[src/rtl/rv_fetch_aligner_if.sv]
// Handshake bundle between the fetch packet buffer, the aligner and the predecoder.
// The master side feeds packets and accepts instructions; the slave side is the aligner.
interface rv_fetch_aligner_if #(
    parameter int FETCH_HW = 8,
    parameter int PC_W     = 48
);
    localparam int PTR_W = $clog2(FETCH_HW);

    logic                   in_valid;
    logic                   in_ready;
    logic [16*FETCH_HW-1:0] in_data;
    logic [PC_W-1:0]        in_pc;
    logic [PTR_W-1:0]       in_start;
    logic                   flush;
    logic                   out_valid;
    logic                   out_ready;
    logic [31:0]            out_instr;
    logic [PC_W-1:0]        out_pc;
    logic                   out_is_rvc;
    logic                   out_straddle;
    logic                   out_bad_len;

    modport master (
        output in_valid, in_data, in_pc, in_start, flush, out_ready,
        input  in_ready, out_valid, out_instr, out_pc, out_is_rvc, out_straddle, out_bad_len
    );

    modport slave (
        input  in_valid, in_data, in_pc, in_start, flush, out_ready,
        output in_ready, out_valid, out_instr, out_pc, out_is_rvc, out_straddle, out_bad_len
    );
endinterface

[src/rtl/rv_fetch_aligner.sv]
// Splits fetch packets into 16/32-bit RISC-V instructions, one per cycle, and
// stitches 32-bit instructions that straddle two sequential packets.
module rv_fetch_aligner #(
    parameter int FETCH_HW = 8,
    parameter int PC_W     = 48
) (
    input  logic              clk,
    input  logic              rst_n,
    rv_fetch_aligner_if.slave bus
);
    localparam int PTR_W = $clog2(FETCH_HW);
    localparam logic [PTR_W-1:0] LAST_PTR = PTR_W'(FETCH_HW - 1);
    localparam logic [PTR_W-1:0] PEN_PTR  = PTR_W'(FETCH_HW - 2);

    localparam logic [1:0] ST_EMPTY  = 2'd0;
    localparam logic [1:0] ST_ACTIVE = 2'd1;
    localparam logic [1:0] ST_CARRY  = 2'd2;

    logic [1:0]       state_reg;
    logic [15:0]      pkt_buf_reg [FETCH_HW];
    logic [PC_W-1:0]  buf_pc_reg;
    logic [PTR_W-1:0] ptr_reg;
    logic [15:0]      carry_hw_reg;
    logic [PC_W-1:0]  carry_pc_reg;
    logic             carry_valid_reg;

    logic [15:0]      in_hw [FETCH_HW];

    generate
        for (genvar gi = 0; gi < FETCH_HW; gi++) begin : g_unpack
            assign in_hw[gi] = bus.in_data[16*gi +: 16];
        end
    endgenerate

    logic             active;
    logic             straddle_pend;
    logic [PTR_W-1:0] ptr_inc1;
    logic [15:0]      lo_hw;
    logic [15:0]      hi_hw;
    logic             len16;
    logic             at_last;
    logic             complete;
    logic             fire;
    logic             spill;
    logic             consume_last;
    logic             accept;
    logic             seq_cont;
    logic [PC_W-1:0]  cur_pc;
    logic [31:0]      instr_sel;

    assign active   = (state_reg == ST_ACTIVE);
    // In ACTIVE a still-valid carry means the next instruction is the stitched one.
    assign straddle_pend = active && carry_valid_reg;
    assign ptr_inc1 = ptr_reg + PTR_W'(1);

    assign lo_hw = straddle_pend ? carry_hw_reg   : pkt_buf_reg[ptr_reg];
    assign hi_hw = straddle_pend ? pkt_buf_reg[0] : pkt_buf_reg[ptr_inc1];

    assign len16    = (lo_hw[1:0] != 2'b11);
    assign at_last  = (ptr_reg == LAST_PTR);
    assign complete = straddle_pend || len16 || !at_last;

    assign fire  = bus.out_valid && bus.out_ready;
    assign spill = active && !bus.flush && !complete;

    assign consume_last = fire && !straddle_pend &&
                          (len16 ? at_last : (ptr_reg == PEN_PTR));

    assign accept   = bus.in_valid && bus.in_ready;
    assign seq_cont = (state_reg == ST_CARRY) && (bus.in_start == '0) &&
                      (bus.in_pc == carry_pc_reg + PC_W'(2));

    assign cur_pc    = straddle_pend ? carry_pc_reg
                                     : buf_pc_reg + PC_W'({ptr_reg, 1'b0});
    assign instr_sel = len16 ? {16'b0, lo_hw} : {hi_hw, lo_hw};

    assign bus.in_ready = rst_n && !bus.flush &&
                          ((state_reg == ST_EMPTY) || (state_reg == ST_CARRY) || consume_last);

    assign bus.out_valid    = active && !bus.flush && complete;
    // Fields read as zero whenever no packet is held so reset shows clean outputs.
    assign bus.out_instr    = active ? instr_sel : 32'b0;
    assign bus.out_pc       = active ? cur_pc : '0;
    assign bus.out_is_rvc   = active && len16;
    assign bus.out_straddle = straddle_pend;
    assign bus.out_bad_len  = active && (lo_hw[4:0] == 5'b11111);

    always_ff @(posedge clk or negedge rst_n) begin
        if (!rst_n) begin
            state_reg       <= ST_EMPTY;
            buf_pc_reg      <= '0;
            ptr_reg         <= '0;
            carry_hw_reg    <= '0;
            carry_pc_reg    <= '0;
            carry_valid_reg <= 1'b0;
            for (int i = 0; i < FETCH_HW; i++) begin
                pkt_buf_reg[i] <= '0;
            end
        end else if (bus.flush) begin
            state_reg       <= ST_EMPTY;
            ptr_reg         <= '0;
            carry_valid_reg <= 1'b0;
        end else if (accept) begin
            for (int i = 0; i < FETCH_HW; i++) begin
                pkt_buf_reg[i] <= in_hw[i];
            end
            buf_pc_reg <= bus.in_pc;
            state_reg  <= ST_ACTIVE;
            if (seq_cont) begin
                ptr_reg         <= '0;
                carry_valid_reg <= 1'b1;
            end else begin
                ptr_reg         <= bus.in_start;
                carry_valid_reg <= 1'b0;
            end
        end else if (spill) begin
            // Low half of a 32-bit instruction at the packet end waits for the next packet.
            carry_hw_reg    <= lo_hw;
            carry_pc_reg    <= cur_pc;
            carry_valid_reg <= 1'b1;
            ptr_reg         <= '0;
            state_reg       <= ST_CARRY;
        end else if (fire) begin
            if (straddle_pend) begin
                ptr_reg         <= PTR_W'(1);
                carry_valid_reg <= 1'b0;
            end else if (consume_last) begin
                ptr_reg   <= '0;
                state_reg <= ST_EMPTY;
            end else begin
                ptr_reg <= len16 ? ptr_inc1 : ptr_reg + PTR_W'(2);
            end
        end
    end
endmodule

[src/flat_wrapper.sv]
// flat-port wrapper written by rule: the top's interface ports become plain ports
module rv_fetch_aligner_flat 
#(
    parameter int FETCH_HW = 8,
    parameter int PC_W     = 48
)
  (clk, rst_n, bus_in_valid, bus_in_data, bus_in_pc, bus_in_start, bus_flush, bus_out_ready, bus_in_ready, bus_out_valid, bus_out_instr, bus_out_pc, bus_out_is_rvc, bus_out_straddle, bus_out_bad_len);
  rv_fetch_aligner_if #(.FETCH_HW(FETCH_HW), .PC_W(PC_W)) bus_i ();
  input  logic clk;
  input  logic rst_n;
  input wire logic [$bits(bus_i.in_valid)-1:0] bus_in_valid;
  input wire logic [$bits(bus_i.in_data)-1:0] bus_in_data;
  input wire logic [$bits(bus_i.in_pc)-1:0] bus_in_pc;
  input wire logic [$bits(bus_i.in_start)-1:0] bus_in_start;
  input wire logic [$bits(bus_i.flush)-1:0] bus_flush;
  input wire logic [$bits(bus_i.out_ready)-1:0] bus_out_ready;
  output wire logic [$bits(bus_i.in_ready)-1:0] bus_in_ready;
  output wire logic [$bits(bus_i.out_valid)-1:0] bus_out_valid;
  output wire logic [$bits(bus_i.out_instr)-1:0] bus_out_instr;
  output wire logic [$bits(bus_i.out_pc)-1:0] bus_out_pc;
  output wire logic [$bits(bus_i.out_is_rvc)-1:0] bus_out_is_rvc;
  output wire logic [$bits(bus_i.out_straddle)-1:0] bus_out_straddle;
  output wire logic [$bits(bus_i.out_bad_len)-1:0] bus_out_bad_len;
  assign bus_i.in_valid = bus_in_valid;
  assign bus_i.in_data = bus_in_data;
  assign bus_i.in_pc = bus_in_pc;
  assign bus_i.in_start = bus_in_start;
  assign bus_i.flush = bus_flush;
  assign bus_i.out_ready = bus_out_ready;
  assign bus_in_ready = bus_i.in_ready;
  assign bus_out_valid = bus_i.out_valid;
  assign bus_out_instr = bus_i.out_instr;
  assign bus_out_pc = bus_i.out_pc;
  assign bus_out_is_rvc = bus_i.out_is_rvc;
  assign bus_out_straddle = bus_i.out_straddle;
  assign bus_out_bad_len = bus_i.out_bad_len;
  rv_fetch_aligner #(.FETCH_HW(FETCH_HW), .PC_W(PC_W)) u_core (.clk(clk), .rst_n(rst_n), .bus(bus_i));
endmodule
[config.mk]
export PLATFORM = sky130hd
export DESIGN_NAME = rv_fetch_aligner_flat
export DESIGN_NICKNAME = d
export VERILOG_FILES = /design/src/rtl/rv_fetch_aligner_if.sv /design/src/rtl/rv_fetch_aligner.sv /design/src/flat_wrapper.sv
export SDC_FILE = /design/constraint.sdc
export NUM_CORES = 1
export LEC_CHECK = 0
export CORE_UTILIZATION = 49
export CTS_CLUSTER_DIAMETER = 150
export CTS_CLUSTER_SIZE = 14
export DETAILED_ROUTE_END_ITERATION = 10
export PLACE_DENSITY = 0.85
export SLEW_MARGIN = 20
export SYNTH_ARGS = -nofsm -noshare
export SYNTH_HDL_FRONTEND = slang
export SYNTH_SLANG_ARGS = --single-unit
[constraint.sdc]
create_clock -name clk -period 3.3 [get_ports clk]
set_input_delay 0.99 -clock clk [delete_from_list [all_inputs] [get_ports clk]]
set_output_delay 0.99 -clock clk [all_outputs]
set_load 0.05 [all_outputs]
==> results.cfg <==
[outcome]
outcome = complete, but fails checks
violations = setup timing

[critical_path]
r2r_slack_ns = -0.29
worstSetupPathType = reg -> out
r2r-start = u_core.ptr_reg[0]$_DFFE_PN0P_
cp-end-kind = primary output
critical_path_arrival_ns = 3.12
r2r_cells = 17
worstPathMaxFanout = 3
worstSetupEndpoint = bus_out_pc[31]
critPathRequiredTime_ns = 2.31
startpoint_type = flop
r2r-end = u_core.pkt_buf_reg[52]$_DFFE_PN0P_
crit_start = u_core.ptr_reg[0]$_DFFE_PN0P_

[routing]
vias_per_cell = 6.35
routed-via-count = 14400
wl_per_cell_um = 26.1
totalWireLength_um = 59100
drt_iter0_drc = 1332
drc = 0
firstDrtPassIters = 5
ant_nets = 0

[die]
die_area_mm2 = 0.0314
coreArea_mm2 = 0.0299
ioPinCount = 269
initial_core_util_pct = 50.3
rows = 63
die_w_um = 177
die_y_um = 177

[timing]
hold_viol = 0
fmax_mhz = 243
layout_setup_ws_ns = -0.811
tns_ns = -79.10
rsz0062_at_grt = yes
maxSlewHeadroom_pct = 40.6
period_minus_slack_ns = 4.11
slew_viol_final = 0
fin_skew_ns = 0.0246
tightestPinTransition_ns = 0.891
setup_viol = 260
min_period_over_period_pct = 125

[clocking]
cts_sinks = 246
clk_pin_slew_ns = 0.07
insertion_delay_ns = 0.52
cts_inserted_buffers = 21
clock-root-buffer = clkbuf_16
tritoncts = done
cts-htree-levels = 1
clockBufferDepth = 3

[power]
vdd_ir_drop_max_mv = 0.525
p_per_area_mw_per_mm2 = 697
leakage_nw = 10.2

[final_layout]
design_area_mm2 = 0.0238
largest_reg_flops = 128
num-nets-final = 2060
drive_above_1_share_pct = 43.8
utilization_pct = 79.7
area.growth.synth_to_final_pct = 58.4

[global_routing]
grt_pass1_vias = 14100
antenna_found_initial = 4
grt-ovfl-total = 0
grt_pass1_wl_um = 79400
grt_use_met3_pct = 6.94
busiest_layer = met2
grt_use_met1_pct = 39.2
grt_use_total_pct = 32.8
grt_use_met2_pct = 58.8
grt_start_max_net_pins = 161

[synth]
ys_seq_elements = 246
yosysMostFrequentCell = dfrtp_1
synth_top_cell_by_area = dfrtp_1
synth.top_cell.area_share_pct = 40.9
synthCells = 1434
async_flop_share_pct = 100
ys_warn_count = 0
avgSynthCellArea_um2 = 10.5
mappedNetlistNets = 1626
ys_seq_area_share_pct = 40.9
ys_types = 62
synth_edf_count = 0
synth_area_leaders = dfrtp_1, mux2_2, mux2i_1, mux4_2, xnor2_1
synth_common_cells = dfrtp_1, mux2_2, nor2_1
synthesis.area_mm2 = 0.0150
ys.flop_type = dfrtp_1

[place]
hpwl_um = 34800
gp_congestion = 0.949
portBuffers = 268
post_dp_cell_area_mm2 = 0.0201

[hold_path]
hp-class = reg -> reg

[job]
max_cap_violations = 0
==> worst min-delay path by stage <==
stage | to | slack, ns | cells past startpoint | startpoint
after CTS | u_core.carry_hw_reg[3]$_DFFE_PN0P_ | 0.50 | 2 | u_core.carry_hw_reg[3]$_DFFE_PN0P_
after global routing | u_core.carry_hw_reg[3]$_DFFE_PN0P_ | 0.56 | 2 | u_core.carry_hw_reg[3]$_DFFE_PN0P_
after global placement | u_core.carry_hw_reg[5]$_DFFE_PN0P_ | 0.46 | 2 | u_core.carry_hw_reg[5]$_DFFE_PN0P_
after detailed placement | u_core.carry_hw_reg[15]$_DFFE_PN0P_ | 0.48 | 2 | u_core.carry_hw_reg[15]$_DFFE_PN0P_
after floorplan | u_core.carry_hw_reg[10]$_DFFE_PN0P_ | 0.45 | 2 | u_core.carry_hw_reg[10]$_DFFE_PN0P_
final | u_core.carry_hw_reg[3]$_DFFE_PN0P_ | 0.51 | 2 | u_core.carry_hw_reg[3]$_DFFE_PN0P_
==> critical path, stage by stage, from the launching register on <==
cell	delay, ns
dfrtp_4	0.49
ha_4	0.18
fa_2	0.42
a21oi_4	0.19
nor4_4	0.06
nor2b_4	0.14
nand4_1	0.16
nor2_2	0.09
buf_6	0.13
xnor2_4	0.12
nor2b_4	0.14
a211oi_4	0.30
buf_12	0.18
==> final cells by class <==
cell class	instances	area (um2)
tap	390	488
sequential	246	6160
timing repair buffer	507	6370
inverter	15	67.6
clock inverter	1	8.76
antenna	2	5.00
fill	1634	6060
multi-input combinational	1077	10200
clock buffer	23	533
==> repair_timing <==
item / in CTS / in global routing
cloned: 10 / 21
hold buffers: 0 / 0
pin swaps: 99 / 82
buffers inserted: 44 / 40
gates resized for setup: 212 / 204
endpoints found under the setup margin: 202 / 202
==> stage by stage <==
stage / total power (W) / cells / hold slack, ns / setup WS, ns
6_report: 0.0166 / 2261 / 0.508 / -0.811
3_5_place_dp: 0.0109 / 2129 / 0.476 / -0.412
3_3_place_gp: 0.0106 / 2129 / 0.464 / -0.341
4_1_cts: 0.0151 / 2205 / 0.503 / -0.763
5_1_grt: 0.0171 / 2261 / 0.556 / -0.888
2_1_floorplan: 0.00837 / 1434 / 0.450 / -0.281
==> power by group <==
part	leakage, nW	switching (W)	total [W]	internal [W]
Combinational	6.86	0.00475	0.0100	0.00525
Clock	0.265	0.00117	0.00230	0.00114
Sequential	3.05	0.000704	0.00430	0.00360
==> cells in the final DEF (no fill, tap or decap), types with 36 or more instances in the layout <==
master / Yosys / layout
buf_12: 0 / 100
clkbuf_16: 0 / 41
clkdlybuf4s50_1: 0 / 182
mux2i_1: 105 / 90
mux2_2: 196 / 114
mux2_4: 0 / 82
xnor2_1: 61 / 36
o21ai_0: 47 / 46
buf_6: 0 / 41
dfrtp_1: 246 / 244
nor2_4: 0 / 36
nor2_1: 128 / 62
buf_4: 16 / 142
nand2_1: 114 / 105
==> per-layer routing <==
metal / wire (um) / vias to the layer above
li1: - / 6053
met4: 2890 / 4
met2: 30100 / 895
met1: 21200 / 7183
met5: 27 / -
met3: 4950 / 226
==> logic make-up after synthesis <==
family / after synthesis / synth area share [%]
muxes: 335 / 26.8
xor gates and xnor gates: 100 / 5.83
DFF: 246 / 40.9
and+or+nand+nor: 446 / 14.7
AOI/OAI and AO/OA: 188 / 7.82
adders and majority gates: 8 / 0.716
buffers and inverters: 111 / 3.24
No activity file was read; power rests on OpenSTA's default activity.
